--- src/rtl/scan_sel_ctrl_pkg.sv ---
// Shared types and constants for the scan select controller.
package scan_sel_ctrl_pkg;

    localparam int IDX_W   = 2;
    localparam int N_LINES = 4;

    typedef enum logic [1:0] {
        IDLE = 2'd0,
        ON   = 2'd1,
        GAP  = 2'd2
    } state_t;

    // Index of the lowest set bit of mask; 0 when mask is empty.
    function automatic logic [IDX_W-1:0] lowest_set(input logic [N_LINES-1:0] mask);
        lowest_set = '0;
        for (int i = N_LINES - 1; i >= 0; i--) begin
            if (mask[i]) lowest_set = IDX_W'(i);
        end
    endfunction

endpackage

--- src/rtl/scan_sel_ctrl_if.sv ---
// Control inputs and decoder-facing outputs of the scan select controller.
interface scan_sel_ctrl_if;
    import scan_sel_ctrl_pkg::*;

    logic               run;
    logic [N_LINES-1:0] line_mask;
    logic               sel_a;
    logic               sel_b;
    logic               dec_en;
    logic [IDX_W-1:0]   line_idx;
    logic               frame_tick;

    // Upstream side: drives run/mask and observes the scan outputs.
    modport master (
        output run, line_mask,
        input  sel_a, sel_b, dec_en, line_idx, frame_tick
    );

    // Controller side.
    modport slave (
        input  run, line_mask,
        output sel_a, sel_b, dec_en, line_idx, frame_tick
    );

endinterface

--- src/rtl/scan_next_sel.sv ---
// Picks the next participating line after idx, wrapping to the lowest one.
module scan_next_sel
    import scan_sel_ctrl_pkg::*;
(
    input  logic [N_LINES-1:0] mask,
    input  logic [IDX_W-1:0]   idx,
    output logic [IDX_W-1:0]   nxt_idx,
    output logic               wrap
);

    // Scan downward so the lowest set bit strictly above idx wins.
    always_comb begin
        // NOTE: every output gets a default before any conditional update,
        // otherwise a path that leaves it unassigned infers a latch.
        nxt_idx = lowest_set(mask);
        wrap    = 1'b1;
        for (int i = N_LINES - 1; i >= 0; i--) begin
            if (mask[i] && (i > int'(idx))) begin
                nxt_idx = IDX_W'(i);
                wrap    = 1'b0;
            end
        end
    end

endmodule

--- src/rtl/scan_sel_ctrl.sv ---
// Time-multiplexed line scanner feeding a 2-to-4 enabled decoder:
// each active line is enabled for DWELL cycles, then blanked for BLANK cycles.
module scan_sel_ctrl
    import scan_sel_ctrl_pkg::*;
#(
    parameter int CNT_W = 16,
    parameter int DWELL = 1000,
    parameter int BLANK = 4
) (
    input  logic            clk,
    input  logic            rst_n,
    scan_sel_ctrl_if.slave  bus
);

    localparam logic [CNT_W-1:0] DWELL_M1 = CNT_W'(DWELL - 1);
    localparam logic [CNT_W-1:0] BLANK_M1 = CNT_W'((BLANK > 0) ? BLANK - 1 : 0);

    state_t             state, state_n;
    logic [CNT_W-1:0]   cnt, cnt_n;
    logic [IDX_W-1:0]   idx, idx_n;
    logic               en_q, en_n;
    logic               tick_q, tick_n;
    logic [IDX_W-1:0]   nxt_idx;
    logic               wrap;

    scan_next_sel u_next (
        .mask    (bus.line_mask),
        .idx     (idx),
        .nxt_idx (nxt_idx),
        .wrap    (wrap)
    );

    // Next-state logic: stop conditions first, then dwell/blank expiry.
    always_comb begin
        state_n = state;
        cnt_n   = cnt;
        idx_n   = idx;
        tick_n  = 1'b0;
        if (!bus.run || (bus.line_mask == '0)) begin
            state_n = IDLE;
            cnt_n   = '0;
        end else begin
            case (state)
                IDLE: begin
                    state_n = ON;
                    idx_n   = lowest_set(bus.line_mask);
                    cnt_n   = DWELL_M1;
                end
                ON: begin
                    // A line dropped from the mask ends its dwell early.
                    if ((cnt == '0) || !bus.line_mask[idx]) begin
                        if (BLANK > 0) begin
                            state_n = GAP;
                            cnt_n   = BLANK_M1;
                        end else begin
                            idx_n   = nxt_idx;
                            tick_n  = wrap;
                            cnt_n   = DWELL_M1;
                        end
                    end else begin
                        cnt_n = cnt - CNT_W'(1);
                    end
                end
                GAP: begin
                    if (cnt == '0) begin
                        state_n = ON;
                        idx_n   = nxt_idx;
                        tick_n  = wrap;
                        cnt_n   = DWELL_M1;
                    end else begin
                        cnt_n = cnt - CNT_W'(1);
                    end
                end
                default: begin
                    state_n = IDLE;
                    cnt_n   = '0;
                end
            endcase
        end
    end

    assign en_n = (state_n == ON);

    // State and output registers with synchronous active-low reset.
    always_ff @(posedge clk) begin
        // NOTE: non-blocking assignments so every register samples pre-edge values.
        if (!rst_n) begin
            state  <= IDLE;
            cnt    <= '0;
            idx    <= '0;
            en_q   <= 1'b0;
            tick_q <= 1'b0;
        end else begin
            state  <= state_n;
            cnt    <= cnt_n;
            idx    <= idx_n;
            en_q   <= en_n;
            tick_q <= tick_n;
        end
    end

    assign bus.sel_a      = idx[1];
    assign bus.sel_b      = idx[0];
    assign bus.line_idx   = idx;
    assign bus.dec_en     = en_q;
    assign bus.frame_tick = tick_q;

endmodule

--- src/flat_wrapper.sv ---
// flat-port wrapper written by rule: the top's interface ports become plain ports
module scan_sel_ctrl_flat import scan_sel_ctrl_pkg::*;
#(
    parameter int CNT_W = 16,
    parameter int DWELL = 1000,
    parameter int BLANK = 4
)
  (clk, rst_n, bus_run, bus_line_mask, bus_sel_a, bus_sel_b, bus_dec_en, bus_line_idx, bus_frame_tick);
  scan_sel_ctrl_if bus_i ();
  input  logic clk;
  input  logic rst_n;
  input wire logic [$bits(bus_i.run)-1:0] bus_run;
  input wire logic [$bits(bus_i.line_mask)-1:0] bus_line_mask;
  output wire logic [$bits(bus_i.sel_a)-1:0] bus_sel_a;
  output wire logic [$bits(bus_i.sel_b)-1:0] bus_sel_b;
  output wire logic [$bits(bus_i.dec_en)-1:0] bus_dec_en;
  output wire logic [$bits(bus_i.line_idx)-1:0] bus_line_idx;
  output wire logic [$bits(bus_i.frame_tick)-1:0] bus_frame_tick;
  assign bus_i.run = bus_run;
  assign bus_i.line_mask = bus_line_mask;
  assign bus_sel_a = bus_i.sel_a;
  assign bus_sel_b = bus_i.sel_b;
  assign bus_dec_en = bus_i.dec_en;
  assign bus_line_idx = bus_i.line_idx;
  assign bus_frame_tick = bus_i.frame_tick;
  scan_sel_ctrl #(.CNT_W(CNT_W), .DWELL(DWELL), .BLANK(BLANK)) u_core (.clk(clk), .rst_n(rst_n), .bus(bus_i));
endmodule
--- config.mk ---
export PLATFORM = sky130hd
export DESIGN_NAME = scan_sel_ctrl_flat
export DESIGN_NICKNAME = d
export VERILOG_FILES = /design/src/rtl/scan_sel_ctrl_pkg.sv /design/src/rtl/scan_sel_ctrl_if.sv /design/src/rtl/scan_next_sel.sv /design/src/rtl/scan_sel_ctrl.sv /design/src/flat_wrapper.sv
export SDC_FILE = /design/constraint.sdc
export NUM_CORES = 1
export LEC_CHECK = 0
export BUFFER_PORTS_ARGS = -buffer_cell sky130_fd_sc_hd__buf_2
export CORE_MARGIN = 2
export CORE_UTILIZATION = 50
export CTS_CLUSTER_SIZE = 40
export DETAILED_ROUTE_END_ITERATION = 8
export PLACE_DENSITY = 0.69
export SYNTH_ARGS = -nofsm -noshare
export SYNTH_HDL_FRONTEND = slang
export SYNTH_HIERARCHICAL = 1
export SYNTH_SLANG_ARGS = --single-unit
--- constraint.sdc ---
create_clock -name clk -period 4.64 [get_ports clk]
set_input_delay 0.928 -clock clk [delete_from_list [all_inputs] [get_ports clk]]
set_output_delay 0.928 -clock clk [all_outputs]
set_load 0.05 [all_outputs]
==> results.sh <==
export IMPL_crit_family="simple AND/OR/NAND/NOR gates"
export IMPL_synth_edf_count=0
export IMPL_overflow=0
export IMPL_max_slew_margin_pct=54.2
export IMPL_die_x_um=55.2
export IMPL_crit_cells=6
export IMPL_top_layer="met4"
export IMPL_insertion_delay_ns=0.30
export IMPL_grt_usage_pct=22.4
export IMPL_wl_met3_um=43
export IMPL_area_growth_pct=7.93
export IMPL_final_util_pct=57.1
export IMPL_grt_pass1_vias=1031
export IMPL_rsz0062_at_grt="no"
export IMPL_yosysTopAreaCell="dfxtp_1"
export IMPL_drtAntennaViolNets=0
export IMPL_syn_num_nets=166
export IMPL_crit_arrival_ns=2.88
export IMPL_die_area_mm2=0.00305
export IMPL_drcViolationCount=0
export IMPL_htree_levels=1
export IMPL_cts_root_buf="clkbuf_4"
export IMPL_place_congestion=0.758
export IMPL_critPathCaptureType="flop"
export IMPL_fin_setup_tns_ns=0
export IMPL_postCtsSetupBuffers=0
export IMPL_hpwlAfterDp_um=2110
export IMPL_drt_wirelength_per_cell_um=14.7
export IMPL_wl_um=2890
export IMPL_cap_violations=0
export IMPL_vias=1198
export IMPL_start_kind="flop"
export IMPL_crit_type="reg -> reg"
export IMPL_path_clk_slew_ns=0.12
export IMPL_layoutNonFillerInstCount=196
export IMPL_synth_top_area_share_pct=33.6
export IMPL_ios=13
export IMPL_hold_path_depth=2
export IMPL_rows=18
export IMPL_worst_ep_required_time_ns=4.88
export IMPL_grt_pass1_wl_um=4820
export IMPL_numCtsBuffers=3
export IMPL_path_buf_inv=1
export IMPL_reg2regPathDepth=6
export IMPL_finClkSkew_ns=0.00134
export IMPL_ys_types=43
export IMPL_antenna_found_initial=0
export IMPL_io_buffers=12
export IMPL_cp_max_fo=12
export IMPL_met1Wirelength_um=1440
export IMPL_dr_wl_met2_um=1360
export IMPL_synth_most_common_cell="dfxtp_1"
export IMPL_nNetsFinal=175
export IMPL_ys_async_sr_fraction_pct=0
export IMPL_status="completed"
export IMPL_period_needed_ns=2.64
export IMPL_crit_chain="inv_1 > ha_1 > nor4b_1 > nand4_1 > a211oi_1 > mux2i_1"
export IMPL_max_freq_mhz=379
export IMPL_vias_per_cell=6.11
export IMPL_synth_flop_cell="dfxtp_1"
export IMPL_post_route_period_util_pct=56.9
export IMPL_n_antenna_cell=0
export IMPL_final_hold_viol_count=0
export IMPL_clock_sinks=22
export IMPL_grt_max_degree=20
export IMPL_dp_cells=192
export IMPL_clk_path_buf_depth=2
export IMPL_slowest_stage="nand4_1"
export IMPL_seq_area_frac_synth_pct=33.6
export IMPL_synth_area_leaders="dfxtp_1 (34%), a21oi_1 (5.7%), or3_1 (3.3%), nor2_1 (3.2%), nand2_1 (2.9%)"
export IMPL_synth_cells=158
export IMPL_layout_drive_gt1_share_pct=13.9
export IMPL_synth_commonest_cells="dfxtp_1 (22), a21oi_1 (15), nor2_1 (11)"
export IMPL_post_cts_resized=0
export IMPL_syn_cell_area_mm2=0.00131
export IMPL_holdBufCountCts=0
export IMPL_hp_class="reg -> reg"
export IMPL_drt_iter0_drc=20
export IMPL_setup_viol=0
export IMPL_p_per_area_mw_per_mm2=323
export IMPL_worst_pin_slew_ns=0.684
export IMPL_syn_avg_cell_area_um2=8.29
export IMPL_synth_warnings=6
export IMPL_peakVddDrop_v=0.000199
export IMPL_p_leak_uw=0.000527
export IMPL_core_mm2=0.00248
export IMPL_crit_path_max_incr_delay_ns=0.58
export IMPL_dr_pass1_iters=4
export IMPL_ys_ff_latch=22
export IMPL_start_util_pct=52.9
export IMPL_cts_tree="built"
export IMPL_maxSlewViolCount=0
export IMPL_die_height_um=55.2
==> logic make-up (layout without fill, tap and decap cells) <==
| logic type | Yosys count | count (layout) | synth area share [%] |
|---|---|---|---|
| DFF | 22 | 22 | 33.6 |
| muxes | 3 | 3 | 3.25 |
| AOI/OAI and AO/OA | 50 | 50 | 26.9 |
| xor gates and xnor gates | 3 | 3 | 2.01 |
| buffers and inverters | 15 | 23 | 5.54 |
| adders and majority gates | 1 | 1 | 0.955 |
| and+or+nand+nor | 64 | 64 | 27.7 |
==> power by group <==
part / switching, uW / internal, uW
sequential: 13.3 / 197
combinational: 61.5 / 39.6
clock: 58.0 / 87.3
total: 133 / 324
==> metal layers <==
layer,up-vias,global-route usage (%)
met5,-,0
met2,8,34.3
li1,621,-
met1,565,31.7
met4,0,8.54
met3,4,3.23
==> stage by stage <==
step / setup slack, ns / hold WS [ns] / total power, uW / cell area, um^2
2_1_floorplan: 2.39 / 0.452 / 292 / 1310
3_3_place_gp: 2.06 / 0.466 / 311 / 1360
3_5_place_dp: 1.98 / 0.480 / 314 / 1360
4_1_cts: 2.02 / 0.497 / 462 / 1410
5_1_grt: 1.73 / 0.522 / 483 / 1410
6_report: 2.00 / 0.495 / 456 / 1410
==> sequential cells by signal (all words and copies together), names as in the netlist <==
name	cells
u_core/cnt	16
u_core/bus.line_idx	2
u_core/state	2
u_core/bus.dec_en	1
u_core/bus.frame_tick	1
==> placed cells by master (no fill, tap or decap), types with 2 or more instances in the layout <==
master | synthesis | routed
dfxtp_1 | 22 | 22
mux2i_1 | 2 | 2
o31a_1 | 2 | 2
nor4_1 | 2 | 2
a2111oi_2 | 2 | 2
nor4b_1 | 2 | 2
and4_1 | 2 | 2
o21a_1 | 3 | 3
o31ai_1 | 2 | 2
or4_1 | 3 | 3
nor2b_1 | 3 | 3
nand2b_1 | 4 | 4
nand3_1 | 3 | 3
a211oi_1 | 4 | 4
buf_2 | 1 | 12
xor2_1 | 3 | 3
and3_1 | 2 | 2
a31oi_1 | 2 | 2
clkbuf_4 | 0 | 3
nand4_1 | 3 | 3
o21ai_0 | 6 | 6
nor2_1 | 11 | 11
a21oi_1 | 15 | 15
or3_1 | 7 | 7
inv_1 | 7 | 7
o211ai_1 | 4 | 4
nand2_1 | 10 | 10
a221oi_1 | 4 | 4
nor3_1 | 7 | 7
o41ai_1 | 2 | 2
==> final cells by class <==
type | count | area, um^2
Clock buffer | 3 | 22.5
Clock inverter | 1 | 30.0
Tap cell | 30 | 37.5
Multi-Input combinational cell | 121 | 797
Timing Repair Buffer | 12 | 60.1
Fill cell | 238 | 1060
Inverter | 7 | 26.3
Sequential cell | 22 | 440
==> worst min-delay path: cells and delay by family (launching register included) <==
family / cells / cell delay (ns)
flip-flops: 1 / 0.34
AO/OA/AOI/OAI: 2 / 0.12
==> final timing paths <==
path	startpoint	end	slack, ns
max	u_core/cnt[0]	u_core/bus.line_idx[1]	2.00
min	u_core/cnt[15]	u_core/cnt[15]	0.50
max reg2reg	u_core/cnt[0]	u_core/bus.line_idx[1]	2.00
min reg2reg	u_core/cnt[15]	u_core/cnt[15]	0.50
No activity file was read; power rests on OpenSTA's default activity.
